File: src/rtl/step_gen.sv
// One-hot step sequencer. It runs free or in single cycles, can be stalled with iHOLD,
// and counts completed cycles. State is cleared by an asynchronous active-high reset.
module step_gen #(
  parameter int unsigned NUM_STEPS = 4,
  parameter int unsigned STEP_W    = 2,
  parameter int unsigned CYC_W     = 16
) (
  input  logic                 iCLK,
  input  logic                 iRST,
  input  logic                 iMODE,
  input  logic                 iGO,
  input  logic                 iHOLD,
  output logic [NUM_STEPS-1:0] oSTEP,
  output logic [STEP_W-1:0]    oPHASE,
  output logic                 oLAST,
  output logic                 oDONE,
  output logic                 oBUSY,
  output logic [CYC_W-1:0]     oCYCLES
);

  typedef enum logic [0:0] {StIdle, StRun} state_e;

  localparam logic [STEP_W-1:0]    LastPhase = STEP_W'(NUM_STEPS - 1);
  localparam logic [NUM_STEPS-1:0] FirstStep = NUM_STEPS'(1);

  state_e                 state_q, state_d;
  logic [NUM_STEPS-1:0]   step_q, step_d;
  logic [STEP_W-1:0]      phase_q, phase_d;
  logic                   done_q, done_d;
  logic [CYC_W-1:0]       cycles_q, cycles_d;

  // Holds every piece of sequencing state. Reset clears it at once, with no clock edge.
  always_ff @(posedge iCLK or posedge iRST) begin
    if (iRST) begin
      state_q  <= StIdle;
      step_q   <= '0;
      phase_q  <= '0;
      done_q   <= 1'b0;
      cycles_q <= '0;
    end else begin
      state_q  <= state_d;
      step_q   <= step_d;
      phase_q  <= phase_d;
      done_q   <= done_d;
      cycles_q <= cycles_d;
    end
  end

  // Next-state logic. Mode and go are only looked at in idle and on the last step.
  always_comb begin
    state_d  = state_q;
    step_d   = step_q;
    phase_d  = phase_q;
    done_d   = 1'b0;
    cycles_d = cycles_q;
    unique case (state_q)
      StIdle: begin
        if (!iHOLD && (!iMODE || iGO)) begin
          state_d = StRun;
          step_d  = FirstStep;
          phase_d = '0;
        end
      end
      StRun: begin
        if (!iHOLD) begin
          if (phase_q == LastPhase) begin
            done_d   = 1'b1;
            cycles_d = cycles_q + CYC_W'(1);
            if (!iMODE || iGO) begin
              step_d  = FirstStep;
              phase_d = '0;
            end else begin
              state_d = StIdle;
              step_d  = '0;
              phase_d = '0;
            end
          end else begin
            step_d  = step_q << 1;
            phase_d = phase_q + STEP_W'(1);
          end
        end
      end
      default: begin
        state_d = StIdle;
        step_d  = '0;
        phase_d = '0;
      end
    endcase
  end

  // Outputs. All of them come from registered state only.
  always_comb begin
    oSTEP   = step_q;
    oPHASE  = phase_q;
    oDONE   = done_q;
    oCYCLES = cycles_q;
    oLAST   = step_q[NUM_STEPS-1];
    oBUSY   = (state_q == StRun);
  end

endmodule

File: config.mk
export PLATFORM = sky130hd
export DESIGN_NAME = step_gen
export DESIGN_NICKNAME = d
export VERILOG_FILES = /design/src/rtl/step_gen.sv
export SDC_FILE = /design/constraint.sdc
export NUM_CORES = 1
export LEC_CHECK = 0
export CAP_MARGIN = 20
export CORE_MARGIN = 1
export CORE_UTILIZATION = 49
export CTS_CLUSTER_DIAMETER = 80
export DETAILED_ROUTE_END_ITERATION = 12
export GPL_TIMING_DRIVEN = 0
export PLACE_DENSITY = 0.87
export RECOVER_POWER = 50
export SYNTH_ARGS = -nofsm -noshare
export SYNTH_HDL_FRONTEND = slang
export SYNTH_SLANG_ARGS = --single-unit
export TNS_END_PERCENT = 5
File: constraint.sdc
create_clock -name iCLK -period 2.7 [get_ports iCLK]
set_clock_uncertainty 0.1 [all_clocks]
set_input_delay 0.54 -clock iCLK [delete_from_list [all_inputs] [get_ports iCLK]]
set_output_delay 0.54 -clock iCLK [all_outputs]
set_load 0.05 [all_outputs]
After elaboration in Yosys (flattened, before gate mapping) --
Index checks and enable logic that the tools add are counted.
Cells by class: add/subtract/negate cells 2, muxes and demuxes 17, eq/ne operators 3, reductions and logical operators 6, bitwise logic cells 2
Operator list (count):
- $add 16x1->16 const B | 1
- $mux 4 | 3
- $mux 1 | 8
- $pmux 4 s2 | 1
- $mux 2 | 3
- $ne 2x2->1 const B | 2
- $pmux 2 s2 | 1
- $reduce_and 3->1 | 1
- $add 2x1->2 const B | 1
- $eq 2x2->1 const B | 1
- $logic_not 1->1 | 2
- $not 1->1 | 2
- $pmux 1 s2 | 1
- $reduce_and 2->1 | 1
- $logic_and 1x1->1 | 1
- $logic_or 1x1->1 | 1
Storage, ports and cells: input bits 5, flip-flop bits (word level) 24, logic and storage cells 35, output and inout port bits 25

Depth between registers and ports, before layout --
Gate-level depths: netlist of run 1.
depth in word-level cells 6, depth in mapped cells 5, depth with buffers taken out 5

Worst setup path after synthesis of run 1 --
Ideal clock, no wire load.
kind register -> register, start point reg phase_q[0], in the netlist oPHASE[0], end point reg cycles_q[10], in the netlist oCYCLES[10], arrival 1.773 ns, buffers on the path 0, data required time 2.458 ns, library setup time 0.142 ns, period minus slack after synthesis 2.014 ns, setup slack 0.686 ns, stages on the path, launching flop included 6, path through dfrtp_1 ha_1 nand4b_1 nor3_1 nand4_1 xnor2_1
Between the ends: longest elaborated chain between the ends 2
Ends and longest elaborated chain:
- from (decl) | RTL line 28 | logic [STEP_W-1:0] phase_q, phase_d;
- from (signal assigned) | RTL line 43 | phase_q <= phase_d;
- $eq 2x2->1 | RTL line 66 | if (phase_q == LastPhase) begin
- $reduce_and 3->1 (no line)
- to (signal assigned) | RTL line 45 | cycles_q <= cycles_d;
- to (decl) | RTL line 30 | logic [CYC_W-1:0] cycles_q, cycles_d;
No other way between the ends. A chain may end at the register's enable or synchronous reset.

Final worst setup path of run 1 --
start point reg cycles_q[7], in the netlist oCYCLES[7], end point out oCYCLES[7]
RTL lines:
- to (decl) | RTL line 18 | output logic [CYC_W-1:0] oCYCLES
No word-level cell between the ends.

==> run metrics, run 1 <==
average instance area after synthesis roughly 11 um^2; number of design-rule violations left by the first detailed-router iteration 12; sequential share of the synthesized area between 50 and 60%; pwr dens roughly 940 nW/um^2; chip width approximately 48 um; detail-routed via count per cell a little over 5; max_slew headroom 42.1%; crit path buf inv count 1; CTS tree built; clock latency at the later pin of the worst-skew pair 0.30 ns; count of max-cap constraint violations 0; WL met3 84 um; cell family with the largest share of critical-path delay buffers and inverters; worst slew pin tran approximately 0.87 ns; peak fanout along the critical path 7; area of the multi-input gates around 420 um^2; slowest stage cell, crit path clkdlybuf4s50_1; post-route antenna net violation count 0; unrepaired setup endpoints after global routing no; final setup margin 0.449 ns; largest cells by area after synthesis dfrtp_1 57%, xnor2_1 7.5%, xor2_1 5.0%; CTS resizes 0; Critical Path RT 2.06 ns; yosys synthesis warning count 0; final core utilization 71.0%; fraction of synthesis flops using an asynchronous set or reset pin 100%; portion of synthesized cell area occupied by the leading cell type a little under three fifths; growth of design area from synthesis to finish 34.4%; die height just under 50 um; total number of placement rows 16; EDFF count, synth 0; leading register cell type out of synthesis dfrtp_1; Tightest Hold Check Type register to register; Detailed Place HPWL 1400 um; Critical Path AT about 1.6 ns; Initial Util 52.8%; Worst IR Drop VDD 0.000795 V; quantity of hold-fixing buffers added after cts 0; first-pass GRT wire length between 3000 and 4000 um; final setup violating endpoints 0; First-pass DRT Iterations 4; weighted congestion reported at the end of routability-driven placement a little under 0.8; status finished, final reports clean; cell taking the most area after synthesis dfrtp_1; number of antenna violations at the first check in global routing 0; H-tree Lvls 1; ratio of cells with drive above 1 in the final layout 8.73%; fill count 146; critical path start-end classification register to output pin; Post-Synthesis Cell Area 1050 um^2; sequence of cells on the critical path clkdlybuf4s50_1; net count after synthesis 100; fraction of the cycle the final worst path needs between 80% and 90%; type of element launching the critical path register; number of buffers inserted by post-CTS setup repair 0; total clock buffers created by CTS 3; routed length on met1 845 um; Area after DPL 1370 um^2; most frequent cells in the layout 26 x clkdlybuf4s50_1, 24 x dfrtp_1, 12 x nand2_1, 9 x xnor2_1; unique cell type count in the Yosys netlist 24; count of state elements after synthesis 24; maximum cell stage delay along the critical path 0.84 ns; vias in the first global route 718; total I/O pin count 30; max-slew violation total from the final report 0; count of input and output buffers 29; most common cell after layout, fill and taps aside clkdlybuf4s50_1; Fin. Hold Viols 0; GRT Resource Usage Total 19.2%; met2 routed wirelength around 900 um; largest net degree at the start of global routing 25; Clk pin slew, worst setup/hold paths 0.12 ns; area of the die around 2300 um^2; combined flip-flop and latch cell area about 600 um^2; Bufs on Longest Clock Path 2; minimum period implied by the final worst setup slack 2.25 ns; core area 1980 um^2; area of all placed cells without fillers 1410 um^2; setup slack at placement between 0.3 and 0.4 ns; total via count after detailed routing 775; fin nets 134; TNS Setup 0 ns; highest clock rate 444 MHz; drt drc 0; GRT overflow 0; hold slack between 0.3 and 0.4 ns; Critical Path End Type output pin; count of clock tree sinks 24; synthesized netlist cell count between 90 and 100; Pleak 0.634 nW; root cell of the clock tree clkbuf_4; total length of routed wires 1870 um; Routed wire per std cell 12.2 um; uppermost signal routing layer after detailed routing met4; count of inserted antenna diode cells 0
-- sequential cells by signal, indices dropped and copies added (netlist names) --
register / cells
oDONE: 1
oBUSY: 1
oPHASE: 2
oSTEP: 4
oCYCLES: 16
-- final timing paths --
| check | startpoint | endpoint | slack (ns) | cells past startpoint |
|---|---|---|---|---|
| worst max-delay path | oCYCLES[7] | oCYCLES[7] | 0.45 | 1 |
| worst min-delay path | oCYCLES[15] | oCYCLES[15] | 0.38 | 1 |
| worst max register to register | oPHASE[0] | oCYCLES[12] | 0.84 | 5 |
| worst min register to register | oCYCLES[15] | oCYCLES[15] | 0.38 | 1 |
| max in group asynchronous | iRST | oCYCLES[3] | 1.23 | 2 |
| min in group asynchronous | iRST | oCYCLES[11] | 0.75 | 2 |
-- logic make-up (layout without fill, tap and decap cells) --
family                   after synthesis  in the layout  synth area share [%]
buffers and inverters                  5             38                  2.15
flip-flops                            24             24                  57.3
adder cells (fa/ha/maj)                2              2                  2.39
multiplexers                           1              1                  1.08
AND/OR/NAND/NOR                       38             38                  19.2
XOR/XNOR                              15             15                  12.5
AO/OA/AOI/OAI                          8              8                  5.26
-- worst register-to-register path, cell delays in order, from the launching register on --
cell and delay (ns):
dfrtp_1 0.41, ha_1 0.27, nand4b_1 0.19, nor3_1 0.45
nand3_1 0.17, xnor2_1 0.16
-- per-layer routing --
layer / GRT usage (%) / up-vias
li1: - / 386
met1: 24.2 / 367
met2: 32.5 / 20
met3: 4.07 / 2
met4: 6.67 / 0
met5: 0 / -
-- per-stage QoR --
| stage | power, mW | std cells |
|---|---|---|
| floorplan | 0.946 | 93 |
| global placement | 1.15 | 149 |
| detailed placement | 1.16 | 149 |
| CTS | 1.34 | 153 |
| global route | 1.39 | 153 |
| finish | 1.33 | 153 |
-- cell usage after synthesis (2+ instances only) --
library cell	instances
o21ai_0	3
nand4b_1	2
nor2_2	3
ha_1	2
xor2_1	6
xnor2_1	9
and4_1	2
nand4_1	3
nand2_1	12
nand3_1	5
dfrtp_1	24
nor2_1	6
nor2b_1	2
inv_1	4
-- power by group --
group	leakage, nW	internal [mW]	switching [mW]
Combinational	0.295	0.220	0.418
Sequential	0.318	0.437	0.0743
Clock	0.0210	0.0821	0.0961
Total	0.634	0.739	0.588
-- cell type report --
type                       instances  area share, %
sequential                        24           42.7
multi-input combinational         64           30.1
timing repair buffer              29           20.6
clock buffer                       4           2.58
tap                               27           2.40
inverter                           4           1.07
buffer                             1          0.533
Note: power is estimated with default switching activity, not from simulation.
==> inputs of run 2 (changes only) <==
CORE_UTILIZATION = 46   (was 49)
PLACE_DENSITY = 0.83   (was 0.87)
clock period = 2.1 ns   (was 2.7 ns; I/O delays follow)
==> run 2 against run 1 <==
  * Largest power group unchanged
  * Critical path type unchanged
  * Highest routed layer unchanged
  * Sequential cell count is the same
  * Combinational power grew 25%
  * First-iteration DRC count is the same
  * Sequential share of layout area shrank 0.30 points
==> run metrics, run 2 (synthesis gave the netlist of run 1 again) <==
setup slack at placement -0.163 ns (was 0.333 ns); sum of internal, switching and leakage power 1.69 mW (was 1.33 mW); count of max-cap constraint violations 0 (unchanged); most frequent cells in the layout 24 x dfrtp_1, 12 x nand2_1, 9 x xnor2_1, 9 x clkdlybuf4s50_1, 9 x dlymetal6s2s_1 (was 26 x clkdlybuf4s50_1, 24 x dfrtp_1, 12 x nand2_1, 9 x xnor2_1); startpoint of the lowest-slack register-to-register path oPHASE[0] (unchanged); setup slack on the worst flop-to-flop path 0.20 ns (was 0.84 ns); worst hold path cell count 1 (unchanged); logic depth of the worst register-to-register path 5 (unchanged); Detailed Place HPWL 1430 um (was 1400 um); largest net degree at the start of global routing 25 (unchanged); total length of routed wires 1930 um (was 1870 um); met3 GRT Util 4.01% (was 4.07%); number of design-rule violations left by the first detailed-router iteration 12 (unchanged); Worst IR Drop VDD 0.000781 V (was 0.000795 V); root cell of the clock tree clkbuf_4 (unchanged); area of the multi-input gates 424 um^2 (unchanged); slowest stage cell, crit path clkdlybuf4s50_1 (unchanged); chip width 49.7 um (was 48.2 um); met2 usage 31.1% (was 32.5%); grt met1 use 22.5% (was 24.2%); endpoint of the worst register-to-register path oCYCLES[12] (unchanged); die height 49.7 um (was 48.2 um); core area 2040 um^2 (was 1980 um^2); status finished, final reports clean (unchanged); cell count along the critical path 1 (unchanged); max-slew violation total from the final report 0 (unchanged); total number of placement rows 16 (unchanged); GRT Resource Usage Total 18.1% (was 19.2%); worst slew pin tran 0.869 ns (was 0.868 ns); drt drc 0 (unchanged); clock latency at the later pin of the worst-skew pair 0.30 ns (about the same); Setup crit end oSTEP[0] (was oCYCLES[7]); combined flip-flop and latch cell area 601 um^2 (unchanged); growth of design area from synthesis to finish 35.4% (was 34.4%); Critical Path RT 1.58 ns (was 2.06 ns); post-route antenna net violation count 0 (unchanged); vias in the first global route 802 (was 718); critical path start-end classification register to output pin (unchanged); unrepaired setup endpoints after global routing no (unchanged); area of the die 2470 um^2 (was 2330 um^2); number of antenna violations at the first check in global routing 0 (unchanged); max_slew headroom 42.0% (was 42.1%); crit path buf inv count 1 (unchanged); fin nets 134 (unchanged); First-pass DRT Iterations 4 (unchanged); CTS tree built (unchanged); peak fanout along the critical path 3 (was 7); most common cell after layout, fill and taps aside dfrtp_1 (was clkdlybuf4s50_1); Tightest Hold Check Type register to register (unchanged); Pleak 0.795 nW (was 0.634 nW); number of buffers inserted by post-CTS setup repair 0 (unchanged); GRT overflow 0 (unchanged); minimum period implied by the final worst setup slack 2.05 ns; count of clock tree sinks 24 (unchanged); total I/O pin count 30 (unchanged); fraction of the cycle the final worst path needs just under 100%; maximum cell stage delay along the critical path 0.82 ns (was 0.84 ns); Initial Util 51.3% (was 52.8%); total via count after detailed routing 781 (was 775); weighted congestion reported at the end of routability-driven placement 0.784 (was 0.783); first-pass GRT wire length 3430 um (was 3060 um); highest clock rate 488 MHz; hold slack 0.386 ns (was 0.377 ns); Clk pin slew, worst setup/hold paths 0.13 ns (was 0.12 ns); H-tree Lvls 1 (unchanged); flip-flop count of the largest register, all copies and words added 16 (unchanged); Bufs on Longest Clock Path 2 (unchanged); final setup margin 0.0521 ns (was 0.449 ns); layer with the highest usage met2 (unchanged); Critical Path End Type output pin (unchanged); ratio of cells with drive above 1 in the final layout 9.52% (was 8.73%); sequence of cells on the critical path clkdlybuf4s50_1 (unchanged); Routed wire per std cell 12.6 um (was 12.2 um); count of inserted antenna diode cells 0 (unchanged); pwr dens 1200 nW/um^2 (was 943 nW/um^2); count of input and output buffers 29 (unchanged); fill count 180 (was 146); detail-routed via count per cell 5.10 (was 5.07); total clock buffers created by CTS 3 (unchanged); first element of the critical path oSTEP[0] (was oCYCLES[7]); type of element launching the critical path register (unchanged); Critical Path AT 1.53 ns (was 1.61 ns); cell family with the largest share of critical-path delay buffers and inverters (unchanged); Fin. Hold Viols 0 (unchanged); final setup violating endpoints 0 (unchanged)
run 2: where the power goes:
group	switching (mW)	leakage [nW]	internal [mW]
registers	0.0974	0.318	0.561
clock network	0.129	0.0210	0.106
logic	0.539	0.456	0.261
total	0.766	0.795	0.928
run 2: metal layers:
layer	routed length, um	vias up
li1	-	385
met1	865	375
met2	963	19
met3	88	2
met4	13	0
met5	0	-
run 2: area by class of cell:
| type | count | share of cell area [%] |
|---|---|---|
| buffer | 1 | 0.530 |
| inverter | 4 | 1.06 |
| timing repair buffer | 29 | 21.2 |
| clock buffer | 4 | 2.56 |
| sequential | 24 | 42.4 |
| tap | 27 | 2.38 |
| multi-input combinational | 64 | 29.9 |
run 2: worst min path at each step:
stage / from / to / slack (ns)
floorplan: iRST / oBUSY / 0.33
detailed placement: oCYCLES[15] / oCYCLES[15] / 0.37
CTS: oCYCLES[15] / oCYCLES[15] / 0.39
finish: oCYCLES[15] / oCYCLES[15] / 0.39
global placement: oCYCLES[15] / oCYCLES[15] / 0.36
global route: oCYCLES[15] / oCYCLES[15] / 0.41
run 2: metrics by stage:
stage	instance area [um^2]	TNS (ns)	std cells	util [%]
2_1_floorplan	1050	0	93	-
3_3_place_gp	1370	-0.379	149	67.2
3_5_place_dp	1370	-0.493	149	67.2
4_1_cts	1400	0	153	68.3
5_1_grt	1420	0	153	69.4
6_report	1420	0	153	69.4
run 2: repair_timing:
action / in CTS / in global routing
endpoints found under the setup margin: 9 / 9
resized for setup: 9 / 9
hold buffers: 0 / 0
pin swaps: 0 / 0
==> edit, RTL diff (config.mk and constraints of run 2) <==
`NUM_STEPS`: 4 -> 8.
--- a/src/rtl/step_gen.sv
+++ b/src/rtl/step_gen.sv
@@ -3,3 +3,3 @@
 module step_gen #(
-  parameter int unsigned NUM_STEPS = 4,
+  parameter int unsigned NUM_STEPS = 8,
   parameter int unsigned STEP_W    = 2,
Ports: changed (resized oSTEP); port bits go from 30 to 34. The function was not compared with the original's and may differ.
==> edit against run 2 <==
- die area up 14%
- sequential power up 18%
- routed wire length up 23%
- synthesized area up 15%
- maximum frequency down 1.0%
- hold slack worse by 0.037 ns
- design area up 16%
- global-route usage up 0.73 points
- sequential cell count up 4
- first-iteration DRC count down 25%
- worst setup slack worse by 0.022 ns
- power up 18%
- critical path type unchanged
- highest routed layer unchanged
==> edit: results (changes against run 2) <==
worst_setup_path:
  critPathTopFamily: "buffers and inverters"
  r2r_cells: 5  # unchanged
  crit_slowest_cell: "clkdlybuf4s50_1"
  path_max_fanout: 3  # unchanged
  cp.arrival_ns: 1.55  # +0.02 ns
synth:
  synthFlopType: "dfrtp_1"
  ys_async_sr_fraction: 1.000  # unchanged
  seq_area_frac_synth: 0.5815  # +0.008039
  synth_cell_types: 27  # +13%
  synthesis.nets: 106  # +6.0%
  synth_warnings: 0  # unchanged
  synth_commonest_cells: "28 x dfrtp_1, 13 x nand2_1, 12 x xnor2_1"
  synth_top_cells_by_area: "dfrtp_1 58%, xnor2_1 8.7%, nand2_1 4.0%, a22o_1 3.6%, xor2_1 2.2%"
  synth.avg_cell_area_um2: 12.17  # +8.1%
min_path:
  hold_path.class: "in -> async"
grt:
  grt_pass1_wl_um: 3767  # +9.9%
  grt_usage: 0.1883  # +0.007287
  grtUsageMet3: 0.01724  # -0.02288
  top_usage_layer: "met2"
  grt_use_met1: 0.2261  # +0.001407
  grt_max_degree: 29  # +16%
  grt_use_met2: 0.3207  # +0.009864
  grt_pass1_vias: 812  # +1.2%
sta:
  worstMarginPinSlew_ns: 0.9039  # +0.03443 ns
  finalSetupViolCount: 0  # unchanged
final_layout:
  fillCellCount: 201  # +12%
  drive_above_1_share: 0.07299  # -0.02225
  nets: 145  # +8.2%
routing:
  vias: 876  # +12%
  wl_um: 2380  # +23%
  wire_per_inst_um: 14.25  # +13%
  drt-initial-drc-count: 9  # -3
  drt-pass1-iter-count: 4  # unchanged
placement:
  hpwl_um: 1664  # +17%
  gp_congestion: 0.6877  # -12%
  dpl.cell_count: 162  # +8.7%
  pre_cts_ws_ns: -0.04406  # +0.1192 ns
  postPlaceCellArea_um2: 1573  # +15%
  port_buffers: 33  # +14%
pwr:
  leakage_nw: 0.9825  # +24%
  p_switching_w: 0.0008764  # +14%
  vdd_ir_drop_max_v: 0.0009889  # +27%
  p_comb_frac: 0.439  # -0.033
cts:
  cts_max_level: 1  # unchanged
  clockBufferDepth: 2  # unchanged
  worstSkewPairLatency_ns: 0.32  # +0.02 ns
outcome:
  outcome: "finished clean"
edit: changes by cell type after synthesis, sizes merged, moves of 2 or more:
cell and change:
a22o +4, dfrtp +4, nand2b +2, nor2 -5
xnor2 +3, xor2 -3
edit: layer usage:
metal / share of wire / vias up
met1: 0.42 / 433
met4: 0.023 / 0
met2: 0.52 / 28
li1: - / 411
met3: 0.040 / 4
met5: 0 / -
edit: path summary, 6_finish.rpt:
kind	to	slack (ns)	from
min reg2reg	oCYCLES[15]	0.40	oCYCLES[15]
min	oSTEP[7]	0.35	iRST
max in group asynchronous	oCYCLES[7]	0.34	iRST
max reg2reg	oCYCLES[10]	0.28	oPHASE[0]
min in group iCLK	oCYCLES[15]	0.40	oCYCLES[15]
max	oSTEP[1]	0.03	oSTEP[1]
edit: what timing repair did:
action,in CTS,in global routing
endpoints found under the setup margin,12,12
gates cloned,0,0
buffers inserted,0,0
resized for setup,12,12
edit: per-stage QoR:
| step | util | TNS (ns) |
|---|---|---|
| 6_report | 0.6626 | 0 |
| 5_1_grt | 0.6626 | -0.005335 |
| 4_1_cts | 0.6495 | 0 |
| 3_5_place_dp | 0.6348 | -0.1784 |
| 3_3_place_gp | 0.6348 | -0.01135 |
| 2_1_floorplan | - | 0 |
edit: cell type report:
type                            instances  area (um2)  share of cell area
Clock buffer                            3       22.52             0.01372
Timing Repair Buffer                   34       352.8              0.2149
Sequential cell                        28       700.7              0.4268
Clock inverter                          1       30.03             0.01829
Tap cell                               30       37.54             0.02287
Inverter                                3       11.26            0.006860
Buffer                                  2       11.26            0.006860
Multi-Input combinational cell         66       475.5              0.2896
edit: power by group through the flow:
stage | logic, W | registers, W | clock network (W)
after floorplan | 0.000228 | 0.00117 | 0
after global placement | 0.000903 | 0.000779 | 0
after detailed placement | 0.000916 | 0.000789 | 0
after CTS | 0.000889 | 0.000777 | 0.000354
after global routing | 0.000929 | 0.000801 | 0.000373
final | 0.000879 | 0.000775 | 0.000347
edit: kinds of logic after synthesis:
family,after synthesis,synth area share
simple gates,35,0.1796
flops,28,0.5815
xor+xnor,15,0.1090
compound gates,12,0.07165
buf+inv,5,0.01869
mux,2,0.01869
fa+ha+maj,2,0.02077
